[src/rtl/proc_param_pkg.sv]
// Shared definitions for the proc_param core: controller states, opcodes,
// instruction field positions and small opcode-class helpers.
package proc_param_pkg;

   typedef enum logic [2:0] {
      S_IDLE,
      S_FETCH,
      S_EXEC,
      S_MEM,
      S_HALT
   } state_t;

   localparam int OPC_MSB  = 15;
   localparam int OPC_LSB  = 12;
   localparam int DEST_MSB = 11;
   localparam int DEST_LSB = 9;
   localparam int SRC1_MSB = 8;
   localparam int SRC1_LSB = 6;
   localparam int SRC2_MSB = 5;
   localparam int SRC2_LSB = 3;
   localparam int IMM_MSB  = 8;
   localparam int IMM_LSB  = 0;

   localparam logic [3:0] OP_NOP  = 4'd0;
   localparam logic [3:0] OP_ADD  = 4'd1;
   localparam logic [3:0] OP_SUB  = 4'd2;
   localparam logic [3:0] OP_AND  = 4'd3;
   localparam logic [3:0] OP_OR   = 4'd4;
   localparam logic [3:0] OP_XOR  = 4'd5;
   localparam logic [3:0] OP_SHL  = 4'd6;
   localparam logic [3:0] OP_SHR  = 4'd7;
   localparam logic [3:0] OP_LDI  = 4'd8;
   localparam logic [3:0] OP_LD   = 4'd9;
   localparam logic [3:0] OP_ST   = 4'd10;
   localparam logic [3:0] OP_BZ   = 4'd11;
   localparam logic [3:0] OP_JMP  = 4'd12;
   localparam logic [3:0] OP_CMP  = 4'd13;
   localparam logic [3:0] OP_NOP2 = 4'd14;
   localparam logic [3:0] OP_HALT = 4'd15;

   // ALU operations that write their result back to the register file
   function automatic logic is_alu_write(input logic [3:0] op);
      return (op >= OP_ADD) && (op <= OP_SHR);
   endfunction

   // Arithmetic operations that update all four flags
   function automatic logic is_flag_arith(input logic [3:0] op);
      return (op == OP_ADD) || (op == OP_SUB) || (op == OP_CMP);
   endfunction

   // Logic and shift operations: Z/N from the result, V/C cleared
   function automatic logic is_flag_logic(input logic [3:0] op);
      return (op >= OP_AND) && (op <= OP_SHR);
   endfunction

endpackage

[src/rtl/proc_param_if.sv]
// Instruction-fetch and data-memory bus of the proc_param core.
// The core drives the master side; memories (or a bench) take the slave side.
interface proc_param_if #(
   parameter int DATA_W  = 16,
   parameter int PC_W    = 7,
   parameter int DMEM_AW = 7
);

   logic               imem_req;
   logic [PC_W-1:0]    imem_addr;
   logic [15:0]        imem_rdata;
   logic               imem_valid;

   logic               dmem_re;
   logic               dmem_we;
   logic [DMEM_AW-1:0] dmem_addr;
   logic [DATA_W-1:0]  dmem_wdata;
   logic [DATA_W-1:0]  dmem_rdata;
   logic               dmem_valid;

   modport master (
      output imem_req, imem_addr,
      input  imem_rdata, imem_valid,
      output dmem_re, dmem_we, dmem_addr, dmem_wdata,
      input  dmem_rdata, dmem_valid
   );

   modport slave (
      input  imem_req, imem_addr,
      output imem_rdata, imem_valid,
      input  dmem_re, dmem_we, dmem_addr, dmem_wdata,
      output dmem_rdata, dmem_valid
   );

endinterface

[src/rtl/proc_param_alu.sv]
// Combinational datapath of proc_param: arithmetic, logic and shift
// operations plus the Z/N/V/C values they produce.
module proc_param_alu
   import proc_param_pkg::*;
#(
   parameter int DATA_W = 16,
   parameter int SH_W   = $clog2(DATA_W)
) (
   input  logic [3:0]        op,
   input  logic [DATA_W-1:0] a,
   input  logic [DATA_W-1:0] b,
   input  logic [SH_W-1:0]   shamt,
   output logic [DATA_W-1:0] y,
   output logic              z,
   output logic              n,
   output logic              v,
   output logic              c
);

   localparam int MSB = DATA_W - 1;

   logic [DATA_W:0]   sum;
   logic [DATA_W-1:0] diff;

   assign sum  = {1'b0, a} + {1'b0, b};
   assign diff = a - b;

   // Select the operation result; subtraction carry means "no borrow"
   always_comb begin
      y = '0;
      v = 1'b0;
      c = 1'b0;
      case (op)
         OP_ADD: begin
            y = sum[DATA_W-1:0];
            c = sum[DATA_W];
            v = (a[MSB] == b[MSB]) && (sum[MSB] != a[MSB]);
         end
         OP_SUB, OP_CMP: begin
            y = diff;
            c = (a >= b);
            v = (a[MSB] != b[MSB]) && (diff[MSB] != a[MSB]);
         end
         OP_AND: y = a & b;
         OP_OR:  y = a | b;
         OP_XOR: y = a ^ b;
         OP_SHL: y = a << shamt;
         OP_SHR: y = a >> shamt;
         default: y = '0;
      endcase
      z = (y == '0);
      n = y[MSB];
   end

endmodule

[src/rtl/proc_param.sv]
// proc_param: small multi-cycle load/store core with an 8-entry register
// file, a 16-bit instruction fetch bus and a single-word data memory bus.
module proc_param
   import proc_param_pkg::*;
#(
   parameter int DATA_W  = 16,
   parameter int PC_W    = 7,
   parameter int DMEM_AW = 7
) (
   input  logic              clk,
   input  logic              rst,
   input  logic              start,
   proc_param_if.master      bus,
   output logic [DATA_W-1:0] result,
   output logic              result_valid,
   output logic              zero,
   output logic              negative,
   output logic              overflow,
   output logic              carry,
   output logic              busy,
   output logic              halted
);

   localparam int SH_W = $clog2(DATA_W);

   state_t            state;
   state_t            state_next;
   logic [PC_W-1:0]   pc;
   logic [PC_W-1:0]   pc_exec_next;
   logic [15:0]       instr;
   logic [DATA_W-1:0] regs [8];
   logic [DATA_W-1:0] last_result;

   logic [3:0]        opcode;
   logic [2:0]        dest;
   logic [2:0]        src1;
   logic [2:0]        src2;
   logic [8:0]        imm9;
   logic [DATA_W-1:0] op_a;
   logic [DATA_W-1:0] op_b;
   logic [DATA_W-1:0] imm_ext;

   logic [DATA_W-1:0] alu_y;
   logic              alu_z;
   logic              alu_n;
   logic              alu_v;
   logic              alu_c;

   logic              wr_en;
   logic [DATA_W-1:0] wr_data;

   assign opcode  = instr[OPC_MSB:OPC_LSB];
   assign dest    = instr[DEST_MSB:DEST_LSB];
   assign src1    = instr[SRC1_MSB:SRC1_LSB];
   assign src2    = instr[SRC2_MSB:SRC2_LSB];
   assign imm9    = instr[IMM_MSB:IMM_LSB];
   assign op_a    = regs[src1];
   assign op_b    = regs[src2];
   assign imm_ext = DATA_W'(imm9);

   proc_param_alu #(
      .DATA_W (DATA_W)
   ) alu (
      .op    (opcode),
      .a     (op_a),
      .b     (op_b),
      .shamt (op_b[SH_W-1:0]),
      .y     (alu_y),
      .z     (alu_z),
      .n     (alu_n),
      .v     (alu_v),
      .c     (alu_c)
   );

   // Controller state register; reset wins over everything, including start
   always_ff @(posedge clk) begin
      if (rst) begin
         state <= S_IDLE;
      end else begin
         state <= state_next;
      end
   end

   // Controller transitions; memory handshakes hold the state until valid
   always_comb begin
      state_next = state;
      case (state)
         S_IDLE, S_HALT: begin
            if (start) begin
               state_next = S_FETCH;
            end
         end
         S_FETCH: begin
            if (bus.imem_valid) begin
               state_next = S_EXEC;
            end
         end
         S_EXEC: begin
            if ((opcode == OP_LD) || (opcode == OP_ST)) begin
               state_next = S_MEM;
            end else if (opcode == OP_HALT) begin
               state_next = S_HALT;
            end else begin
               state_next = S_FETCH;
            end
         end
         S_MEM: begin
            if (bus.dmem_valid) begin
               state_next = S_FETCH;
            end
         end
         default: state_next = S_IDLE;
      endcase
   end

   // Next PC after EXEC; BZ looks at the flags as they were before it ran
   always_comb begin
      pc_exec_next = pc + PC_W'(1);
      if ((opcode == OP_JMP) || ((opcode == OP_BZ) && zero)) begin
         pc_exec_next = imm9[PC_W-1:0];
      end
   end

   // Register-file write port; a reset cycle never commits a write
   always_comb begin
      wr_en   = 1'b0;
      wr_data = alu_y;
      if (!rst) begin
         if (state == S_EXEC) begin
            if (is_alu_write(opcode)) begin
               wr_en   = 1'b1;
               wr_data = alu_y;
            end else if (opcode == OP_LDI) begin
               wr_en   = 1'b1;
               wr_data = imm_ext;
            end
         end else if ((state == S_MEM) && (opcode == OP_LD) && bus.dmem_valid) begin
            wr_en   = 1'b1;
            wr_data = bus.dmem_rdata;
         end
      end
   end

   // Architectural state: PC, instruction latch, registers and flags
   always_ff @(posedge clk) begin
      if (rst) begin
         pc          <= '0;
         instr       <= '0;
         last_result <= '0;
         zero        <= 1'b0;
         negative    <= 1'b0;
         overflow    <= 1'b0;
         carry       <= 1'b0;
         for (int i = 0; i < 8; i++) begin
            regs[i] <= '0;
         end
      end else begin
         case (state)
            S_IDLE, S_HALT: begin
               if (start) begin
                  pc <= '0;
               end
            end
            S_FETCH: begin
               if (bus.imem_valid) begin
                  instr <= bus.imem_rdata;
               end
            end
            S_EXEC: begin
               pc <= pc_exec_next;
               if (is_flag_arith(opcode)) begin
                  zero     <= alu_z;
                  negative <= alu_n;
                  overflow <= alu_v;
                  carry    <= alu_c;
               end else if (is_flag_logic(opcode)) begin
                  zero     <= alu_z;
                  negative <= alu_n;
                  overflow <= 1'b0;
                  carry    <= 1'b0;
               end
            end
            default: ;
         endcase
         if (wr_en) begin
            regs[dest]  <= wr_data;
            last_result <= wr_data;
         end
      end
   end

   // Bus strobes, status and result follow directly from the current state
   always_comb begin
      busy           = 1'b0;
      halted         = 1'b0;
      bus.imem_req   = 1'b0;
      bus.imem_addr  = '0;
      bus.dmem_re    = 1'b0;
      bus.dmem_we    = 1'b0;
      bus.dmem_addr  = '0;
      bus.dmem_wdata = '0;
      result_valid   = wr_en;
      result         = wr_en ? wr_data : last_result;
      case (state)
         S_FETCH: begin
            busy          = 1'b1;
            bus.imem_req  = 1'b1;
            bus.imem_addr = pc;
         end
         S_EXEC: begin
            busy = 1'b1;
         end
         S_MEM: begin
            busy           = 1'b1;
            bus.dmem_re    = (opcode == OP_LD);
            bus.dmem_we    = (opcode == OP_ST);
            bus.dmem_addr  = op_a[DMEM_AW-1:0];
            bus.dmem_wdata = op_b;
         end
         S_HALT: begin
            halted = 1'b1;
         end
         default: ;
      endcase
   end

endmodule

[src/flat_wrapper.sv]
// flat-port wrapper written by rule: the top's interface ports become plain ports
module proc_param_flat import proc_param_pkg::*;
#(
   parameter int DATA_W  = 16,
   parameter int PC_W    = 7,
   parameter int DMEM_AW = 7
)
  (clk, rst, start, result, result_valid, zero, negative, overflow, carry, busy, halted, bus_imem_req, bus_imem_addr, bus_imem_rdata, bus_imem_valid, bus_dmem_re, bus_dmem_we, bus_dmem_addr, bus_dmem_wdata, bus_dmem_rdata, bus_dmem_valid);
  proc_param_if #(.DATA_W(DATA_W), .PC_W(PC_W), .DMEM_AW(DMEM_AW)) bus_i ();
  input  logic clk;
  input  logic rst;
  input  logic start;
  output logic [DATA_W-1:0] result;
  output logic result_valid;
  output logic zero;
  output logic negative;
  output logic overflow;
  output logic carry;
  output logic busy;
  output logic halted;
  output wire logic [$bits(bus_i.imem_req)-1:0] bus_imem_req;
  output wire logic [$bits(bus_i.imem_addr)-1:0] bus_imem_addr;
  input wire logic [$bits(bus_i.imem_rdata)-1:0] bus_imem_rdata;
  input wire logic [$bits(bus_i.imem_valid)-1:0] bus_imem_valid;
  output wire logic [$bits(bus_i.dmem_re)-1:0] bus_dmem_re;
  output wire logic [$bits(bus_i.dmem_we)-1:0] bus_dmem_we;
  output wire logic [$bits(bus_i.dmem_addr)-1:0] bus_dmem_addr;
  output wire logic [$bits(bus_i.dmem_wdata)-1:0] bus_dmem_wdata;
  input wire logic [$bits(bus_i.dmem_rdata)-1:0] bus_dmem_rdata;
  input wire logic [$bits(bus_i.dmem_valid)-1:0] bus_dmem_valid;
  assign bus_imem_req = bus_i.imem_req;
  assign bus_imem_addr = bus_i.imem_addr;
  assign bus_i.imem_rdata = bus_imem_rdata;
  assign bus_i.imem_valid = bus_imem_valid;
  assign bus_dmem_re = bus_i.dmem_re;
  assign bus_dmem_we = bus_i.dmem_we;
  assign bus_dmem_addr = bus_i.dmem_addr;
  assign bus_dmem_wdata = bus_i.dmem_wdata;
  assign bus_i.dmem_rdata = bus_dmem_rdata;
  assign bus_i.dmem_valid = bus_dmem_valid;
  proc_param #(.DATA_W(DATA_W), .PC_W(PC_W), .DMEM_AW(DMEM_AW)) u_core (.clk(clk), .rst(rst), .start(start), .bus(bus_i), .result(result), .result_valid(result_valid), .zero(zero), .negative(negative), .overflow(overflow), .carry(carry), .busy(busy), .halted(halted));
endmodule
[config.mk]
export PLATFORM = sky130hd
export DESIGN_NAME = proc_param_flat
export DESIGN_NICKNAME = d
export VERILOG_FILES = /design/src/rtl/proc_param_pkg.sv /design/src/rtl/proc_param_if.sv /design/src/rtl/proc_param_alu.sv /design/src/rtl/proc_param.sv /design/src/flat_wrapper.sv
export SDC_FILE = /design/constraint.sdc
export NUM_CORES = 1
export LEC_CHECK = 0
export CAP_MARGIN = 20
export CORE_UTILIZATION = 60
export CTS_CLUSTER_DIAMETER = 80
export CTS_CLUSTER_SIZE = 25
export DETAILED_ROUTE_END_ITERATION = 8
export PLACE_DENSITY = 0.81
export SETUP_SLACK_MARGIN = 0.05
export SYNTH_ARGS = -nofsm -noshare
export SYNTH_HDL_FRONTEND = slang
export SYNTH_SLANG_ARGS = --single-unit
[constraint.sdc]
create_clock -name clk -period 8.75 [get_ports clk]
set_input_delay 1.75 -clock clk [delete_from_list [all_inputs] [get_ports clk]]
set_output_delay 1.75 -clock clk [all_outputs]
set_load 0.1 [all_outputs]
After elaboration in Yosys (flattened, before gate mapping)
Memories as Yosys holds them, arrays and structs flattened. A register that Yosys moved wholly into a read port is not among the register bits.
Cells that the tools add are included.
{"block": "classes", "div_mod_pow": 0, "n_shift": 2, "magnitude_cmp": 4, "mul": 0, "n_eq_ne": 25, "muxes": 50, "bitwise": 3, "addsub": 3, "reduce_logical": 23}
{"op": "2-to-1 mux 16 bit", "n": 8}
{"op": "one-hot mux 16 bit (7 select lines)", "n": 1}
{"op": "2-to-1 mux 3 bit", "n": 10}
{"op": "== test 4 bit (second input constant)", "n": 7}
{"op": "2-to-1 mux 7 bit", "n": 4}
{"op": "2-to-1 mux 1 bit", "n": 23}
{"op": "adder 16 x 16 -> 17 bit", "n": 1}
{"op": "AND 16 bit", "n": 1}
{"op": "== test 4 x 3 -> 1 bit (second input constant)", "n": 4}
{"op": ">= comparator 16 bit", "n": 1}
{"op": "logical NOT 16 bit", "n": 1}
{"op": "bitwise OR 16 bit", "n": 1}
{"op": "OR reduction 16 bit", "n": 1}
{"op": "<< shifter 16 x 4 -> 16 bit", "n": 1}
{"op": "right shift 16 x 4 -> 16 bit", "n": 1}
{"op": "subtractor 16 bit", "n": 1}
{"op": "XOR 16 bit", "n": 1}
{"op": "one-hot mux 7 bit (2 select lines)", "n": 1}
{"op": "one-hot mux 3 bit (4 select lines)", "n": 1}
{"op": "== test 4 x 2 -> 1 bit (second input constant)", "n": 2}
{"op": "adder 7 x 1 -> 7 bit (second input constant)", "n": 1}
{"op": "logical AND 1 bit", "n": 7}
{"op": "== test 3 x 2 -> 1 bit (second input constant)", "n": 2}
{"op": "!= test 2 bit (second input constant)", "n": 3}
{"op": "other kinds (16)", "n": 26}
{"block": "word_totals", "in_bits": 37, "output_inout_bits": 56, "mem_bits_ro": 0, "latchBits": 0, "n_memories": 1, "regBits": 46, "mem_bits_rw": 128, "elab_cells": 119}
{"memory": "u_core.regs", "words": 8, "width": 16, "read_ports": 2, "rd_ports_with_merged_regs": 2, "wr": 8, "line_no": "proc_param.sv:31", "rtl": "logic [DATA_W-1:0] regs [8];"}

Depth between registers and ports, before layout
{"block": "depth", "word_depth": 11, "depth_mapped": 18, "ltp_nobuf": 15}

Cells and area by module
A second synthesis with hierarchy kept.
{"block": "unflattened", "hier_cells": 1329, "hier_area_um2": 13837.0}
{"mod": "proc_param", "cells_each": 761, "area_each_um2": 9636.7, "instances": 1, "seq_area_each_um2": 4884.7}
{"mod": "proc_param_alu", "cells_each": 568, "area_each_um2": 4200.3, "instances": 1, "seq_area_each_um2": 0.0}

Least setup slack after synthesis
Ideal clock, no wire load.
{"block": "synth_path", "path_type": "register to output", "from": "reg u_core.state[0]", "to": "out result[14]", "required_ns": 7.000, "stages_incl_launch_ff": 10, "slack_ns": -0.354, "t_arrival_ns": 7.354, "n_path_buf": 3, "cell_sequence": "dfxtp_1 clkbuf_1 nand3b_1 nor4_1 nand2_1 a21oi_1 clkbuf_1 clkbuf_1 nor2_1 a21oi_1"}
{"block": "synth_via", "elab_chain_len": 7, "word_cells_on_any_way": 11, "cone_classes": "eq/ne: 2; mux: 7; reduce/logical: 2"}
{"element": "start, declared", "line_no": "proc_param.sv:26", "rtl": "state_t state;"}
{"element": "start signal, assigned", "line_no": "proc_param.sv:80", "rtl": "state <= state_next;"}
{"element": "== test 3 x 2 -> 1 bit", "line_no": "proc_param.sv:137", "rtl": "end else if ((state == S_MEM) && (opcode == OP_LD) && bus.dmem_valid) begin"}
{"element": "logical AND 1 bit (2 in a row)", "line_no": "proc_param.sv:137"}
{"element": "2-to-1 mux 1 bit", "line_no": "proc_param.sv:137"}
{"element": "2-to-1 mux 1 bit *", "line_no": "proc_param.sv:129", "rtl": "if (state == S_EXEC) begin"}
{"element": "2-to-1 mux 1 bit *", "line_no": "proc_param.sv:128", "rtl": "if (!rst) begin"}
{"element": "via result_valid", "line_no": "flat_wrapper.sv:14", "rtl": "output logic result_valid;"}
{"element": "2-to-1 mux 16 bit *"}
{"element": "end, declared", "line_no": "flat_wrapper.sv:13", "rtl": "output logic [DATA_W-1:0] result;"}
Mark *: on every way through the listed nets, which the timed path passes. The rest lies on a longest branch.

==> metrics.txt <==
Worst EP required=7.00 ns; yosys warns=0; Max Transition Viols Final=0; drc violations=0; async set or reset register ratio after synthesis=0; number of flops mapped to enable cells by yosys=128; Worst slew margin=0.216; Clock Tree Buf Depth=2; RSZ-0062 raised after global routing=false; hold crit path type=reg2reg; placed instance area=13900 um2; antenna cells=0; die area=21800 um2; total power=2.35 mW; critical path's largest stage delay=0.69 ns; Top Ports=93; final wirelength=45500 um; Post-Synthesis Cells=1308; number of setup buffers added after CTS=0; Final Hold Fails=0; crit path time final=7.93 ns; Inst Count DP=1628; Setup TNS=0 ns; CP max FO=16; area leader, netlist=edfxtp_1; slew of the pin with the lowest slew margin=1.18 ns; peak supply drop=153 uV; Post-CTS Resized=0; fmax=126 MHz; Clk pin slew, worst setup/hold paths=0.08 ns; initial core utilization=0.622; share of cells above drive strength 1=0.152; Netlist Area Pre-Place=12700 um2; Synth Area in Simple Gates=0.175; Yosys cell types=86; Area growth, synth to finish=14.1%; Worst Path Arrival=6.18 ns; # hold bufs at CTS=0; filler cell count=1508; critical path class=reg2out; Hold WS=0.498 ns; Seq/Total Area, Yosys=0.383; Site Rows=52; crit path max-delay cell type=or4_1; die extent in y=148 um; pre-CTS WS=1.47 ns; Overall Global Routing Usage=0.426; met3 usage=0.0673; Synth Area in Compound Gates=0.157; top post-synthesis cells by area=edfxtp_1 30%, mux4_2 11%, dfxtp_1 8.2%; CTS H-tree lvls=4; I/O Buffers=92; status=finished, final reports clean; Vias=11600; GR peak layer=met2; largest net degree at the start of global routing=44; Final WS setup=0.822 ns; Setup violations, final=0; startpoint types=flop; Synth Area in XOR/XNOR=0.0103; DP HPWL=32300 um; largest family of logic cells by synthesized area=multiplexers; cts bufs inserted=17; multiplexer share of the synthesized area=0.176; clock root cell=clkbuf_16; Layout Utilization=0.709; post-route cell area=14500 um2; met1 Resource Use GR=0.549; Iter 0 DRT Violations=1280; final instance count without filler cells=1660; prevailing post-synth register cell=edfxtp_1; routability cong.=1.01; Post-Synth Adder-Cell Area=0.0542; Clock Skew=0.0214 ns; Overflow after GRT=0; Worst setup EP type=primary output; post-route ant nets=0; Synth top area share=0.302; crit-path cells=buf_4, mux2_2, o22a_1, nand2_1, ha_1, or4_1, and4_1, o31ai_1, a21oi_1, xnor2_1, nor2_1, or4_1, a21oi_2, a21oi_1, buf_4; first-pass GRT wire length=68600 um; worst skew pair latency=0.45 ns; Layout Nets=1468; vias per inst=6.99; wire per inst=27.4 um; Core Box Area=20500 um2; Pre-Repair DR Iteration Count=6; initial antenna violation count=0; Die X=148 um; vias in the first global route=11300; pwr dens=162 nW/um2; CTS Sinks=180; met2 Resource Use GR=0.696; Final period util=0.906; # Max-Cap Violations=0; Yosys reg bits=180; Avg Cell Area, Syn=9.74 um2; CTS tree=yes; leakage power=5.16 nW; syn nets=1399
==> sequential cells by signal, summed over array words and instances (netlist names), named ones only <==
register            flops
u_core.regs           128
u_core.carry            1
u_core.negative         1
u_core.zero             1
u_core.last_result     16
u_core.state            3
u_core.pc               7
u_core.instr           16
u_core.overflow         1
==> cell families after synthesis <==
family | after synthesis
buffers and inverters | 136
muxes | 139
and+or+nand+nor | 493
adders and majority gates | 54
DFF | 180
xor gates and xnor gates | 15
AOI/OAI and AO/OA | 291
==> cell usage in the layout (no fill, tap or decap), types with 6 or more instances in the layout <==
| cell type | netlist | final |
|---|---|---|
| a211oi_1 | 9 | 9 |
| a21oi_1 | 90 | 89 |
| a221oi_1 | 13 | 13 |
| a221oi_2 | 8 | 8 |
| a22oi_1 | 16 | 16 |
| a31oi_1 | 7 | 7 |
| and2_1 | 11 | 11 |
| buf_4 | 4 | 55 |
| clkbuf_16 | 0 | 17 |
| clkdlybuf4s50_1 | 0 | 77 |
| dfxtp_1 | 52 | 50 |
| edfxtp_1 | 128 | 128 |
| ha_1 | 52 | 52 |
| inv_1 | 51 | 51 |
| mux2_2 | 25 | 25 |
| mux2i_1 | 43 | 42 |
| mux4_2 | 60 | 60 |
| nand2_1 | 98 | 98 |
| nand2b_1 | 19 | 19 |
| nand3_1 | 26 | 26 |
| nand4_1 | 6 | 6 |
| nor2_1 | 229 | 229 |
| nor2b_1 | 17 | 17 |
| nor3_1 | 42 | 41 |
| nor4_1 | 9 | 7 |
| o2111ai_1 | 6 | 6 |
| o211ai_1 | 8 | 8 |
| o21ai_0 | 40 | 40 |
| o21bai_1 | 8 | 8 |
| o221ai_1 | 6 | 6 |
| o22ai_1 | 18 | 18 |
| o31ai_1 | 6 | 6 |
| or4_1 | 7 | 7 |
| xnor2_1 | 13 | 13 |
==> metal layers <==
metal | vias to the layer above | share of wire
met3 | 183 | 0.10
met1 | 5551 | 0.37
li1 | 5011 | -
met2 | 863 | 0.48
met4 | 0 | 0.052
met5 | - | 0
==> final cells by class <==
type / instances / area (um2) / share of cell area
Multi-Input combinational cell: 992 / 7330 / 0.504
Inverter: 53 / 201 / 0.0139
Tap cell: 270 / 338 / 0.0232
Sequential cell: 180 / 4890 / 0.336
Clock buffer: 18 / 429 / 0.0295
Timing Repair Buffer: 133 / 1190 / 0.0818
Clock inverter: 14 / 169 / 0.0116
==> synth_stat cells, drive strengths merged, types with 19 or more instances <==
cell type,instances
nand3,26
nand2b,19
mux2,29
buf,25
nor2,229
edfxtp,128
dfxtp,52
a21oi,92
a221oi,21
clkbuf,58
ha,52
nand2,98
inv,53
mux4,60
o21ai,44
nor3,42
mux2i,50
==> power by group <==
| group | internal, mW | switching (mW) | leakage (nW) | total (mW) |
|---|---|---|---|---|
| registers | 0.936 | 0.0317 | 1.75 | 0.967 |
| logic | 0.204 | 0.389 | 3.13 | 0.594 |
| clock network | 0.387 | 0.406 | 0.287 | 0.793 |
| total | 1.53 | 0.827 | 5.16 | 2.35 |
==> worst max-delay path: cells and delay by family, from the launching register on <==
family,cells,cell delay (ns)
adder cells (fa/ha/maj),1,0.45
AO/OA/AOI/OAI,5,1.42
flip-flops,1,0.58
XOR/XNOR,1,0.17
buffers and inverters,2,0.66
AND/OR/NAND/NOR,5,2.04
multiplexers,1,0.41
==> path summary, 6_finish.rpt <==
path	start	end	slack, ns	depth (start not counted)
setup / recovery	flop	result[15]	0.82	15
hold / removal	u_core.instr[1]$_SDFFE_PP0P_	u_core.instr[1]$_SDFFE_PP0P_	0.50	2
setup reg to reg	flop	u_core.zero$_SDFFE_PP0P_	2.93	14
hold reg to reg	u_core.instr[1]$_SDFFE_PP0P_	u_core.instr[1]$_SDFFE_PP0P_	0.50	2
Note: power is estimated with default switching activity, not from simulation.
